**src/rtl/montar_pin_param.sv**
```systemverilog
// PIN-entry assembler for the door-lock datapath.
// Collects BCD key codes into a shift buffer (nibble 0 = newest digit), with
// backspace, clear, enter, minimum-length check and an inactivity timeout.
// A completed PIN is held with pin_valid until the consumer returns pin_ack.
module montar_pin_param #(
    parameter int          MAX_DIGITS     = 4,
    parameter int          MIN_DIGITS     = 4,
    parameter int          TIMEOUT_CYCLES = 50,
    parameter logic [3:0]  KEY_BACK       = 4'hA,
    parameter logic [3:0]  KEY_CLEAR      = 4'hE,
    parameter logic [3:0]  KEY_ENTER      = 4'hF
) (
    input  logic                             clk,
    input  logic                             rst,
    input  logic                             key_valid,
    input  logic [3:0]                       key_code,
    input  logic                             pin_ack,
    output logic [4*MAX_DIGITS-1:0]          pin_digits,
    output logic [$clog2(MAX_DIGITS+1)-1:0]  pin_len,
    output logic                             pin_valid,
    output logic                             busy,
    output logic                             err,
    output logic                             timeout
);

    localparam int LEN_W = $clog2(MAX_DIGITS + 1);
    localparam int TMR_W = (TIMEOUT_CYCLES > 1) ? $clog2(TIMEOUT_CYCLES) : 1;

    localparam logic [LEN_W-1:0]        MAX_LEN  = LEN_W'(MAX_DIGITS);
    localparam logic [LEN_W-1:0]        MIN_LEN  = LEN_W'(MIN_DIGITS);
    localparam logic [LEN_W-1:0]        ONE_LEN  = LEN_W'(1);
    localparam bit                      TIMER_EN = (TIMEOUT_CYCLES > 0);
    localparam logic [TMR_W-1:0]        TMR_LAST = (TIMEOUT_CYCLES > 0) ? TMR_W'(TIMEOUT_CYCLES - 1) : '0;
    localparam logic [4*MAX_DIGITS-1:0] EMPTY    = {MAX_DIGITS{4'hF}};

    typedef enum logic [1:0] {
        ST_IDLE,   // buffer empty
        ST_ENTRY,  // digits being typed, inactivity timer running
        ST_READY   // completed PIN frozen, waiting for pin_ack
    } state_t;

    // Registered state
    state_t                  r_state;
    logic [4*MAX_DIGITS-1:0] r_digits;
    logic [LEN_W-1:0]        r_len;
    logic [TMR_W-1:0]        r_timer;
    logic                    r_valid;
    logic                    r_busy;
    logic                    r_err;
    logic                    r_timeout;
    logic                    r_key_valid_d;

    // Combinational next values
    state_t                  w_next_state;
    logic [4*MAX_DIGITS-1:0] w_digits_nxt;
    logic [LEN_W-1:0]        w_len_nxt;
    logic [TMR_W-1:0]        w_timer_nxt;
    logic                    w_err_nxt;
    logic                    w_timeout_nxt;
    logic                    w_accept;
    logic                    w_key_event;
    logic                    w_is_digit;
    logic [4*MAX_DIGITS-1:0] w_shift_up;
    logic [4*MAX_DIGITS-1:0] w_shift_down;

    // A press fires once, on the rising edge of the held key level.
    assign w_key_event = key_valid & ~r_key_valid_d;
    assign w_is_digit  = (key_code <= 4'd9);

    // Candidate buffers for a new digit (shift up) and for backspace (shift down).
    always_comb begin
        // NOTE: every signal driven here gets a default first, so no path can infer a latch.
        w_shift_up   = r_digits;
        w_shift_down = r_digits;
        w_shift_up[3:0] = key_code;
        for (int i = 1; i < MAX_DIGITS; i++) begin
            w_shift_up[4*i +: 4] = r_digits[4*(i-1) +: 4];
        end
        for (int i = 0; i < MAX_DIGITS - 1; i++) begin
            w_shift_down[4*i +: 4] = r_digits[4*(i+1) +: 4];
        end
        w_shift_down[4*MAX_DIGITS-4 +: 4] = 4'hF;
    end

    // State register and key-level history.
    always_ff @(posedge clk or negedge rst) begin
        // NOTE: sequential state uses non-blocking assignments so every register samples pre-edge values.
        if (!rst) begin
            r_state       <= ST_IDLE;
            // Starts high so a key already held when reset releases is not taken as a press.
            r_key_valid_d <= 1'b1;
        end else begin
            r_state       <= w_next_state;
            r_key_valid_d <= key_valid;
        end
    end

    // Next-state, buffer and timer decisions for the current key event / ack / timer.
    always_comb begin
        w_next_state  = r_state;
        w_digits_nxt  = r_digits;
        w_len_nxt     = r_len;
        w_timer_nxt   = r_timer;
        w_err_nxt     = 1'b0;
        w_timeout_nxt = 1'b0;
        w_accept      = 1'b0;

        unique case (r_state)
            ST_IDLE, ST_ENTRY: begin
                if (w_key_event) begin
                    if (w_is_digit) begin
                        w_accept     = 1'b1;
                        w_digits_nxt = w_shift_up;
                        // A full buffer drops its oldest digit and stays full.
                        w_len_nxt    = (r_len == MAX_LEN) ? MAX_LEN : r_len + ONE_LEN;
                        w_next_state = ST_ENTRY;
                    end else if (key_code == KEY_BACK) begin
                        // Backspace on an empty buffer is silently ignored.
                        if (r_len != '0) begin
                            w_accept     = 1'b1;
                            w_digits_nxt = w_shift_down;
                            w_len_nxt    = r_len - ONE_LEN;
                            w_next_state = (r_len == ONE_LEN) ? ST_IDLE : ST_ENTRY;
                        end
                    end else if (key_code == KEY_CLEAR) begin
                        w_accept     = 1'b1;
                        w_digits_nxt = EMPTY;
                        w_len_nxt    = '0;
                        w_next_state = ST_IDLE;
                    end else if (key_code == KEY_ENTER) begin
                        w_accept = 1'b1;
                        if ((r_len >= MIN_LEN) && (r_len != '0)) begin
                            w_next_state = ST_READY;
                        end else begin
                            w_err_nxt    = 1'b1;
                            w_digits_nxt = EMPTY;
                            w_len_nxt    = '0;
                            w_next_state = ST_IDLE;
                        end
                    end
                end

                // An accepted key always wins over expiry and restarts the timer;
                // unknown codes fall through and leave it counting.
                if (w_accept) begin
                    w_timer_nxt = '0;
                end else if (TIMER_EN && (r_state == ST_ENTRY)) begin
                    if (r_timer == TMR_LAST) begin
                        w_timeout_nxt = 1'b1;
                        w_digits_nxt  = EMPTY;
                        w_len_nxt     = '0;
                        w_timer_nxt   = '0;
                        w_next_state  = ST_IDLE;
                    end else begin
                        w_timer_nxt = r_timer + TMR_W'(1);
                    end
                end
            end

            ST_READY: begin
                // Key events are dropped here; only the consumer's ack frees the buffer.
                w_timer_nxt = '0;
                if (pin_ack) begin
                    w_digits_nxt = EMPTY;
                    w_len_nxt    = '0;
                    w_next_state = ST_IDLE;
                end
            end

            default: begin
                w_digits_nxt = EMPTY;
                w_len_nxt    = '0;
                w_timer_nxt  = '0;
                w_next_state = ST_IDLE;
            end
        endcase
    end

    // Datapath and output registers, all loaded from the decided next values.
    always_ff @(posedge clk or negedge rst) begin
        if (!rst) begin
            // NOTE: the digit buffer is a handful of flops, not a RAM, so it is reset like any other register.
            r_digits  <= EMPTY;
            r_len     <= '0;
            r_timer   <= '0;
            r_valid   <= 1'b0;
            r_busy    <= 1'b0;
            r_err     <= 1'b0;
            r_timeout <= 1'b0;
        end else begin
            r_digits  <= w_digits_nxt;
            r_len     <= w_len_nxt;
            r_timer   <= w_timer_nxt;
            r_valid   <= (w_next_state == ST_READY);
            r_busy    <= (w_next_state == ST_ENTRY);
            r_err     <= w_err_nxt;
            r_timeout <= w_timeout_nxt;
        end
    end

    assign pin_digits = r_digits;
    assign pin_len    = r_len;
    assign pin_valid  = r_valid;
    assign busy       = r_busy;
    assign err        = r_err;
    assign timeout    = r_timeout;

endmodule

```
**config.mk**
```make
export PLATFORM = sky130hd
export DESIGN_NAME = montar_pin_param
export DESIGN_NICKNAME = d
export VERILOG_FILES = /design/src/rtl/montar_pin_param.sv
export SDC_FILE = /design/constraint.sdc
export NUM_CORES = 1
export LEC_CHECK = 0
export CORE_ASPECT_RATIO = 1.75
export CORE_MARGIN = 1
export CORE_UTILIZATION = 45
export CTS_CLUSTER_DIAMETER = 80
export CTS_CLUSTER_SIZE = 30
export DETAILED_ROUTE_END_ITERATION = 7
export GPL_TIMING_DRIVEN = 0
export HOLD_SLACK_MARGIN = 0.02
export PLACE_DENSITY = 0.69
export SLEW_MARGIN = 40
export SYNTH_ARGS = -nofsm -noshare
export SYNTH_HDL_FRONTEND = slang
export SYNTH_SLANG_ARGS = --single-unit
```
**constraint.sdc**
```tcl
create_clock -name clk -period 4.4 [get_ports clk]
set_input_delay 0.66 -clock clk [delete_from_list [all_inputs] [get_ports clk]]
set_output_delay 0.66 -clock clk [all_outputs]
set_load 0.1 [all_outputs]
```
# Yosys cells after proc, flatten, opt, wreduce, memory -nomap -nowiden
# Index checks and enable logic that the tools add are counted.
# word_totals
latchBits	0
register_bits	32
ram_bits	0
rom_bits	0
word_cells	92
out_inout_bits	23
memories	0
# op_classes
n_div	0
n_shift	0
mul	0
n_reduce_logical	4
add_sub_neg	3
n_eq_ne	12
n_mux	60
bitwise	2
magnitude_cmp	2
# op_table
op	count
$mux W16	11
$mux W3	12
$pmux W16 S2	1
$mux W6	4
$mux W2	11
$mux W1	19
$eq A4 B4 Y1 const B	3
$add A6 B1 Y6 const B	1
$eq A6 B6 Y1 const B	1
$pmux W3 S2	1
$eq A2 B1 Y1 const B	2
$eq A2 B2 Y1 const B	2
$le A4 B4 Y1 const B	1
$pmux W2 S2	1
$add A3 B1 Y3 const B	1
$eq A3 B1 Y1 const B	1
$eq A3 B3 Y1 const B	1
$ge A3 B3 Y1 const B	1
$ne A3 B2 Y1 const B	1
$reduce_bool A3 Y1	1
$sub A3 B1 Y3 const B	1
$logic_not A2 Y1	1
$ne A2 B2 Y1 const B	1
$reduce_or A2 Y1	1
other kinds (3)	3

# Depth between registers and ports, before layout
# Gate-level depths: netlist (run 1).
# logic_depth
depth_word	13
mapped_depth	10
mapped_depth_nobuf	9

# Worst setup path after synthesis (run 1)
# OpenSTA, ideal clock, no wires.
# synth_path
path_type	register to register
start	reg r_len[0], in the netlist pin_len[0]
end	reg r_digits[4], in the netlist pin_digits[4]
required_time_ns	4.319
path_slack_ns	1.554
t_arrival_ns	2.765
stages_incl_launch_ff	11
path_buffers	2
cell_sequence	dfrtp_1 > inv_1 > ha_1 > ha_1 > buf_2 > nor2_4 > o211ai_2 > a41o_4 > o21a_4 > buf_12 > a2bb2oi_2
# synth_between
elab_chain_cells	12
# synth_rtl
item	line	rtl
start: declaration	45	logic [LEN_W-1:0] r_len;
start signal: assignment	192	r_len <= w_len_nxt;
$ge A3 B3 Y1 / $reduce_bool A3 Y1 (equally long branches)	132, 119	
$logic_and A1 B1 Y1	132	if ((r_len >= MIN_LEN) && (r_len != '0)) begin
$mux W16	132	
$mux W16	130	end else if (key_code == KEY_ENTER) begin
$mux W16	125	end else if (key_code == KEY_CLEAR) begin
$mux W16	117	end else if (key_code == KEY_BACK) begin
$mux W16	111	if (w_is_digit) begin
$mux W16	110	if (w_key_event) begin
$mux W16	148	if (r_timer == TMR_LAST) begin
$mux W16	147	end else if (TIMER_EN && (r_state == ST_ENTRY)) begin
$mux W16 *	145	if (w_accept) begin
$pmux W16 S2 *	108	unique case (r_state)
end signal: assignment	191	r_digits <= w_digits_nxt;
end: declaration	44	logic [4*MAX_DIGITS-1:0] r_digits;
# Mark *: on every way between the ends. The rest lies on a longest branch, timed or not. The select of a mux whose other input is x is not followed.
# A chain may end at the register's enable or synchronous reset.

# Worst setup path after layout (run 1)
# layout_path
start	reg r_len[0], in the netlist pin_len[0]
end	reg r_digits[1], in the netlist pin_digits[1]
# Same word-level chain as after synthesis.

==> run summary, run 1 <==
status = finished clean
Synth warnings = 0
Post-Syn Area = 1920 um2
CTS Sinks = 32
CTS Buf Count = 5
setup ws final = 2.09 ns
Rows = 31
Placeable Area = 4110 um2
largest net degree at the start of global routing = 33
WL final = 4680 um
Vert. Die Dim = 88.4 um
Die ar. = 4540 um2
average cell area after synthesis = 10.4 um2
Post-synth EDFFs = 0
clock latency on the worst-skew pair = 0.29 ns
DR iter-0 viols = 42
Tcrit/Tclk final = 52.6%
vias in the first global route = 1568
HPWL Detailed = 3500 um
clk buf depth = 2
WL met1 = 1790 um
clock root buffer = clkbuf_8
Final Net Count = 237
Top Layer Used = met4
P per Cell Area = 603 nW/um2
H-tree depth = 2
vias post-DR = 1589
synthesized flop and latch total = 32
MaxCap Viol Count = 0
routed wl met3 = 165 um
port buffer count = 29
DRC = 0
CP required = 4.61 ns
global-route wire length before repair = 7530 um
fin crit period = 2.31 ns
DRT Pass-1 Iters = 4
setup violators final = 0
Global Route Usage Sum = 22.5%
cts repair resizes = 0
I/O pin count = 31
clock-pin slew on the worst setup and hold paths = 0.07 ns
transition time of the tightest slew-check pin = 0.722 ns
Yosys cell types = 51
n_diodes = 0
crit path max fanout = 10
antenna-violating nets left = 0
Avg Vias per Cell = 5.86
DR WL/cell = 17.3 um
Max Freq = 0.432 GHz
Remaining Overflow, GRT = 0
hold_buf cts = 0
Peak VDD IR = 413 uV
Mapped Nets = 201
RSZ-0062 raised after global routing = false
Mapped Cells = 185
Final Hold Fails = 0
Hold WC Path Type = input port to async pin
Slew Limit Fails = 0
most frequent cells in the layout = 27 x buf_2, 17 x dfstp_2, 16 x nor2_1
met2 wire length = 2590 um
Chip Width = 51.4 um
Post-synth ARST share = 100%
Worst Setup End Kind = flop
share of cells above drive strength 1 = 35.6%
Most used DFF post-synth = dfstp_2
crit path kind = flop to flop
area growth from synthesis to layout = 16.9%
total negative slack = 0 ns
slew margin rel. = 51.9%
hold slack final = 0.429 ns
Seq/Total Area, Yosys = 42.8%
initial antenna violation count = 0
Worst setup SP type = flop
Routability Congestion = 0.832
pre-CTS setup slack = 1.88 ns
P_leak = 0.965 nW
CTS tree = done
CP Data Arrival Time = 2.53 ns
Clock Skews = 0.00755 ns
starting density of the core = 46.7%
most common cell after layout, fill and taps aside = buf_2
setup bufs post-CTS = 0
==> layer usage <==
layer	GRT usage, %	vias to the layer above
met1	23.4	776
met3	4.30	10
met4	9.83	0
met5	0	-
li1	-	755
met2	42.5	48
==> cell usage after synthesis (2+ instances only) <==
cell type  count  area share [%]
dfstp_2       17              23
nor2_1        16             3.1
dfrtp_1       15              20
nand2_1       12             2.3
a21oi_1       11             2.9
o21ai_0       11             2.9
a2bb2oi_2      8             6.3
ha_1           8             5.2
nand2b_1       8             2.6
o22ai_1        8             2.6
inv_1          6             1.2
buf_4          5             2.0
a211oi_1       4             1.6
o22a_1         4             1.8
buf_2          3            0.78
mux2i_1        3             1.6
nand3_1        3            0.78
a211o_1        2            0.91
a311oi_1       2            0.91
clkbuf_1       2            0.39
nand3b_1       2            0.78
nand4_1        2            0.65
nor2_4         2             1.2
nor3_1         2            0.52
o21ai_2        2            0.91
o31ai_1        2            0.78
==> registers in the layout (all words and copies together) (netlist names) <==
name           count
err                1
r_timer            6
pin_valid          1
pin_len            3
r_key_valid_d      1
pin_digits        16
r_state            2
timeout            1
busy               1
==> worst paths after layout <==
path                                      startpoint                   endpoint  slack (ns)  cells after the start
setup / recovery              pin_len[0]$_DFFE_PN0P_  pin_digits[1]$_DFFE_PN1P_        2.09                      9
setup reg to reg              pin_len[0]$_DFFE_PN0P_  pin_digits[1]$_DFFE_PN1P_        2.09                      9
max in group asynchronous                        rst     r_timer[1]$_DFFE_PN0P_        3.51                      1
min in group clk           pin_digits[0]$_DFFE_PN1P_  pin_digits[0]$_DFFE_PN1P_        0.52                      1
hold / removal                                   rst     r_timer[2]$_DFFE_PN0P_        0.43                      1
hold reg to reg            pin_digits[0]$_DFFE_PN1P_  pin_digits[0]$_DFFE_PN1P_        0.52                      1
==> where the power goes <==
part           switching, W  total [W]  leakage, nW  internal, W
Clock              0.000108   0.000233       0.0510     0.000125
Sequential        0.0000716   0.000457        0.369     0.000385
Combinational      0.000502   0.000663        0.545     0.000161
Total              0.000682    0.00135        0.965     0.000670
==> final cells by class <==
cell class | count | area (um2)
clock inverters | 2 | 10.0
flip-flops and latches | 32 | 822
repair buffers | 29 | 170
plain buffers | 11 | 80.1
inverters | 6 | 22.5
well taps | 49 | 61.3
multi-input cells | 136 | 995
clock buffers | 6 | 82.6
fillers | 404 | 1870
==> cell families after synthesis <==
logic type,after synthesis,share of synthesized area (%)
AOI/OAI and AO/OA,67,28.4
xor gates and xnor gates,1,0.456
adders and majority gates,8,5.22
buffers and inverters,17,5.35
DFF,32,42.8
muxes,4,2.15
and+or+nand+nor,56,15.6
==> metrics by stage <==
stage                     total power [W]  utilization (%)  std cells  instance area [um2]
after floorplan                   0.00101                -        185                 1920
after global placement            0.00115             55.2        263                 2270
after detailed placement          0.00113             52.3        263                 2150
after CTS                         0.00136             54.6        271                 2240
after global routing              0.00141             54.6        271                 2240
final                             0.00135             54.6        271                 2240
==> worst max-delay path, cell delays in order (launching register included) <==
cell     delay [ns]
dfrtp_1        0.39
inv_1          0.10
ha_1           0.24
ha_1           0.18
buf_2          0.18
nor2_4         0.16
o21ai_0        0.11
a41oi_1        0.49
buf_4          0.31
a21oi_1        0.09
Power figures use the tool's default switching activity.
==> run 2: changes to the inputs <==
--- a/config.mk
+++ b/config.mk
@@ -13,7 +13,7 @@
 export DETAILED_ROUTE_END_ITERATION = 7
 export GPL_TIMING_DRIVEN = 0
 export HOLD_SLACK_MARGIN = 0.02
-export PLACE_DENSITY = 0.69
+export PLACE_DENSITY = 0.72
 export SLEW_MARGIN = 40
 export SYNTH_ARGS = -nofsm -noshare
 export SYNTH_HDL_FRONTEND = slang
==> constraint.sdc (replaced) <==
create_clock -name clk -period 2.1 [get_ports clk]
set_input_delay 0.315 -clock clk [delete_from_list [all_inputs] [get_ports clk]]
set_output_delay 0.315 -clock clk [all_outputs]
set_load 0.1 [all_outputs]
==> run 2 against run 1 <==
Net effect:
- sequential share of layout area decreased by 1.9 points
- non-clock buffer count increased by 9
- maximum frequency increased by 14%
- power increased by 110%
- clock skew about the same
- die area unchanged
- flip-flop and latch count unchanged
- final area increased by 6.9%
- utilization increased by 3.7 points
- cell count increased by 3.3%
- critical endpoint is now pin_digits[9]$_DFFE_PN1P_
==> run summary, run 2 (synthesis results as in run 1) <==
Worst R2R Path Depth = 9
DRC = 0
clock latency on the worst-skew pair = 0.28 ns
Multi-input gate area = 1030 um2
most common cell after layout, fill and taps aside = buf_2
setup violators final = 0
MaxCap Viol Count = 0
Routability Congestion = 0.816
vias post-DR = 1622
global-route wire length before repair = 7530 um
area growth from synthesis to layout = 24.9%
Hold Path Stages = 3
CTS Sinks = 32
vias in the first global route = 1586
DR WL/cell = 16.3 um
clk buf depth = 2
slew margin rel. = 67.6%
register area = 833 um2
crit path kind = flop to flop
Final Non-Filler Cells = 280
status = finished clean
Tcrit/Tclk final = 96.4%
Final Net Count = 246
Worst Setup End Kind = flop
Vert. Die Dim = 88.4 um
max reg flops = 16
CP Data Arrival Time = 2.24 ns
n_diodes = 0
pre-CTS setup slack = -0.0643 ns
port buffer count = 29
P_leak = 1.01 nW
initial antenna violation count = 0
WL final = 4560 um
Remaining Overflow, GRT = 0
Worst setup SP type = flop
placed cells = 264
Max Freq = 0.494 GHz
Rows = 31
H-tree depth = 2
fin crit period = 2.02 ns
most frequent cells in the layout = 26 x buf_2, 17 x dfstp_2, 16 x nor2_1
clock-pin slew on the worst setup and hold paths = 0.07 ns
CP required = 2.31 ns
antenna-violating nets left = 0
Placeable Area = 4110 um2
Util after Layout = 58.3%
number of fill cells = 391
Clock Skews = 0.00800 ns
Slew Limit Fails = 0
DR iter-0 viols = 61
Die ar. = 4540 um2
HPWL Detailed = 3400 um
starting density of the core = 46.7%
I/O pin count = 31
crit path max fanout = 7
Chip Width = 51.4 um
CTS tree = done
Final Hold Fails = 0
DRT Pass-1 Iters = 4
setup ws final = 0.0757 ns
Global Route Usage Sum = 22.0%
P per Cell Area = 1200 nW/um2
RSZ-0062 raised after global routing = false
Avg Vias per Cell = 5.79
Peak VDD IR = 869 uV
CTS Buf Count = 5
largest net degree at the start of global routing = 18
transition time of the tightest slew-check pin = 0.490 ns
clock root buffer = clkbuf_8
share of cells above drive strength 1 = 41.6%
Hold WC Path Type = input port to flop
-- run 2: cell types whose count changed in the layout (fill, tap and decap cells not counted), sizes merged --
cell	change
buf	+7
clkbuf	+2
dlygate4sd3	+1
clkinv	-1
-- run 2: path summary, 6_finish.rpt --
path                                             endpoint  slack (ns)                       from
worst max-delay path            pin_digits[9]$_DFFE_PN1P_        0.08     pin_len[0]$_DFFE_PN0P_
worst min-delay path            pin_digits[0]$_DFFE_PN1P_        0.41                key_code[0]
worst max register to register  pin_digits[9]$_DFFE_PN1P_        0.08     pin_len[0]$_DFFE_PN0P_
worst min register to register  pin_digits[0]$_DFFE_PN1P_        0.52  pin_digits[0]$_DFFE_PN1P_
max in group asynchronous       pin_digits[6]$_DFFE_PN1P_        1.10                        rst
min in group asynchronous          pin_len[0]$_DFFE_PN0P_        0.50                        rst
-- run 2: repair_timing --
item | in CTS | in global routing
setup endpoints to repair | 4 | 11
pin swaps | 0 | 2
buffers inserted | 0 | 7
hold buffers | 1 | 0
resized for setup | 1 | 2
endpoints found under the hold margin | 4 | 0
cloned | 0 | 1
-- run 2: final cells by class --
class                      instances  area share (%)
buffer                            10            3.13
clock buffer                       7            3.18
clock inverter                     1           0.209
inverter                           6            1.15
multi-input combinational        136            43.1
sequential                        32            34.8
tap                               49            2.56
timing repair buffer              39            11.9
-- run 2: per-stage QoR --
step | setup TNS (ns) | total power [W] | hold WS [ns] | instance area, um2
2_1_floorplan | -0.125 | 0.00219 | 0.0194 | 1970
3_3_place_gp | -0.726 | 0.00251 | 0.510 | 2320
3_5_place_dp | -0.513 | 0.00243 | 0.273 | 2230
4_1_cts | 0 | 0.00289 | 0.407 | 2330
5_1_grt | 0 | 0.00303 | 0.448 | 2400
6_report | 0 | 0.00288 | 0.410 | 2400
-- run 2: critical path, cell delays in order (launching register included) --
cell and delay [ns]:
dfrtp_4 0.45, inv_4 0.05, ha_4 0.16, ha_4 0.19, nor2b_2 0.16, a211o_1 0.28, a21oi_2 0.15, o21a_4 0.22
clkbuf_16 0.17, a2bb2oi_2 0.13
-- run 2: per-layer routing --
| metal | GRT usage (%) | share of wire (%) | vias up |
|---|---|---|---|
| met1 | 23.9 | 39 | 805 |
| li1 | - | - | 769 |
| met3 | 3.78 | 3.7 | 6 |
| met2 | 41.3 | 56 | 42 |
| met4 | 8.11 | 1.4 | 0 |
| met5 | 0 | 0 | - |
-- run 2: power by group --
group          switching, W  internal, W  total, W  leakage (nW)
clock              0.000212     0.000232  0.000444        0.0422
combinational       0.00106     0.000387   0.00145         0.601
sequential         0.000165     0.000821  0.000985         0.366
==> RTL edit (flow settings as in run 2) <==
Register the output `timeout` once more, cleared by the reset; this adds one clock of latency there. The other outputs are not delayed to match.
--- a/src/rtl/montar_pin_param.sv
+++ b/src/rtl/montar_pin_param.sv
@@ -204,5 +204,11 @@
     assign busy       = r_busy;
     assign err        = r_err;
-    assign timeout    = r_timeout;
+    always_ff @(posedge clk or negedge rst) begin
+        if (!rst) begin
+            timeout <= '0;
+        end else begin
+            timeout <= r_timeout;
+        end
+    end
 
 endmodule
Formal check against the unedited RTL: no difference found for any inputs over 10 cycles, from zero or initial values and one cycle with rst low; that may be too few to reach the edited logic, so the function may still have changed.
==> RTL edit against run 2 <==
Cell area up 0.84%. Synthesized cell count grew 0.54%. Non-clock buffer count down 2. Total power rose by 2.0%. Sequential cell count is 1 higher. Routed wire length is 0.29% higher. Clock power up 7.0%. Worst setup slack improved by 0.019 ns. Synthesized area rose by 1.3%.
==> RTL edit: results (changes against run 2) <==
[outcome]
status=complete, no violations  ; unchanged

[placement]
place_area_mm2=0.00225  ; was 0.00223 mm^2
gp_congestion=0.800  ; was 0.816
preCtsSetupSlack_ns=-0.121  ; was -0.0643 ns
place_hpwl_mm=3.39  ; was 3.40 mm

[worst_setup_path]
crit_arrival_ns=2.22  ; was 2.24 ns
cpPeakStageDelay_ns=0.50  ; was 0.45 ns
path_max_fanout=9  ; was 7

[timing]
worst_slew_pin_slew_ns=0.483  ; was 0.490 ns
setup_slack_ns=0.0949  ; was 0.0757 ns
finalClockSkew_ns=0.00507  ; was 0.00800 ns
whs_ns=0.348  ; was 0.410 ns

[layout]
fill_cells=366  ; was 391
final_nets=245  ; was 246
drive_gt1_share_pct=40.4  ; was 41.6%

[grt]
grt_use_met2_pct=39.9  ; was 41.3%
grt_pass1_vias=1474  ; was 1586
grtUsageMet1_pct=23.0  ; was 23.9%
grt_pass1_wl_mm=7.14  ; was 7.53 mm
grt_max_degree=21  ; was 18
grtUsageTotal_pct=21.0  ; was 22.0%
grtUsageMet3_pct=3.06  ; was 3.78%

[synthesis]
yosysWarnings=0  ; unchanged
synthMuxAreaShare_pct=2.12  ; was 2.15%
synth_common_cells=17 x dfstp_2, 16 x dfrtp_1, 16 x nor2_1  ; was 17 x dfstp_2, 16 x nor2_1, 15 x dfrtp_1
synth.avg_cell_area_um2=10.5  ; was 10.4 um^2
yosys-top-cells-area=dfstp_2 23%, dfrtp_1 21%, a2bb2oi_2 6.2%, ha_1 5.1%, nor2_1 3.1%  ; was dfstp_2 23%, dfrtp_1 20%, a2bb2oi_2 6.3%, ha_1 5.2%, nor2_1 3.1%
ys_seq_area_share_pct=43.6  ; was 42.8%
synth-adder-area-share_pct=5.15  ; was 5.22%
syn_nets=202  ; was 201

[min_path]
hold-path-endpoint=timeout$_DFF_PN0_  ; was pin_digits[0]$_DFFE_PN1P_
min_path_cells=0  ; was 3
min_from=r_timeout$_DFF_PN0_  ; was key_code[0]
holdCritPathClass=reg -> reg  ; was in -> reg

[pwr]
switching_share_pct=48.9  ; was 50.0%
vdd_drop_max_mv=1.08  ; was 0.869 mV
p_leak_nw=1.02  ; was 1.01 nW

[drt]
num_vias=1587  ; was 1622
avgViaCountPerCell=5.69  ; was 5.79
dr.first_iter.drc_count=57  ; was 61
postRouteWirelength_mm=4.57  ; was 4.56 mm

-- RTL edit: cell count changes after synthesis --
cell	before	now
dfrtp_1	15	16
-- RTL edit: layout make-up --
| class | instances | share of cell area [%] |
|---|---|---|
| clock buffer | 8 | 3.73 |
| tap | 49 | 2.54 |
| sequential | 33 | 35.5 |
| timing repair buffer | 37 | 11.2 |
| buffer | 10 | 3.26 |
| inverter | 6 | 1.14 |
| multi-input combinational | 136 | 42.7 |
-- RTL edit: power by group through the flow --
stage	logic (W)	clock network (W)	registers [W]
2_1_floorplan	0.000482	0	0.00173
3_3_place_gp	0.00150	0	0.00102
3_5_place_dp	0.00143	0	0.00101
4_1_cts	0.00144	0.000493	0.00100
5_1_grt	0.00154	0.000511	0.00103
6_report	0.00146	0.000475	0.00100
-- RTL edit: per-layer routing --
| metal | up-vias | wire length, um |
|---|---|---|
| li1 | 773 | - |
| met1 | 781 | 1760 |
| met2 | 28 | 2620 |
| met3 | 5 | 134 |
| met4 | 0 | 54 |
| met5 | - | 0 |
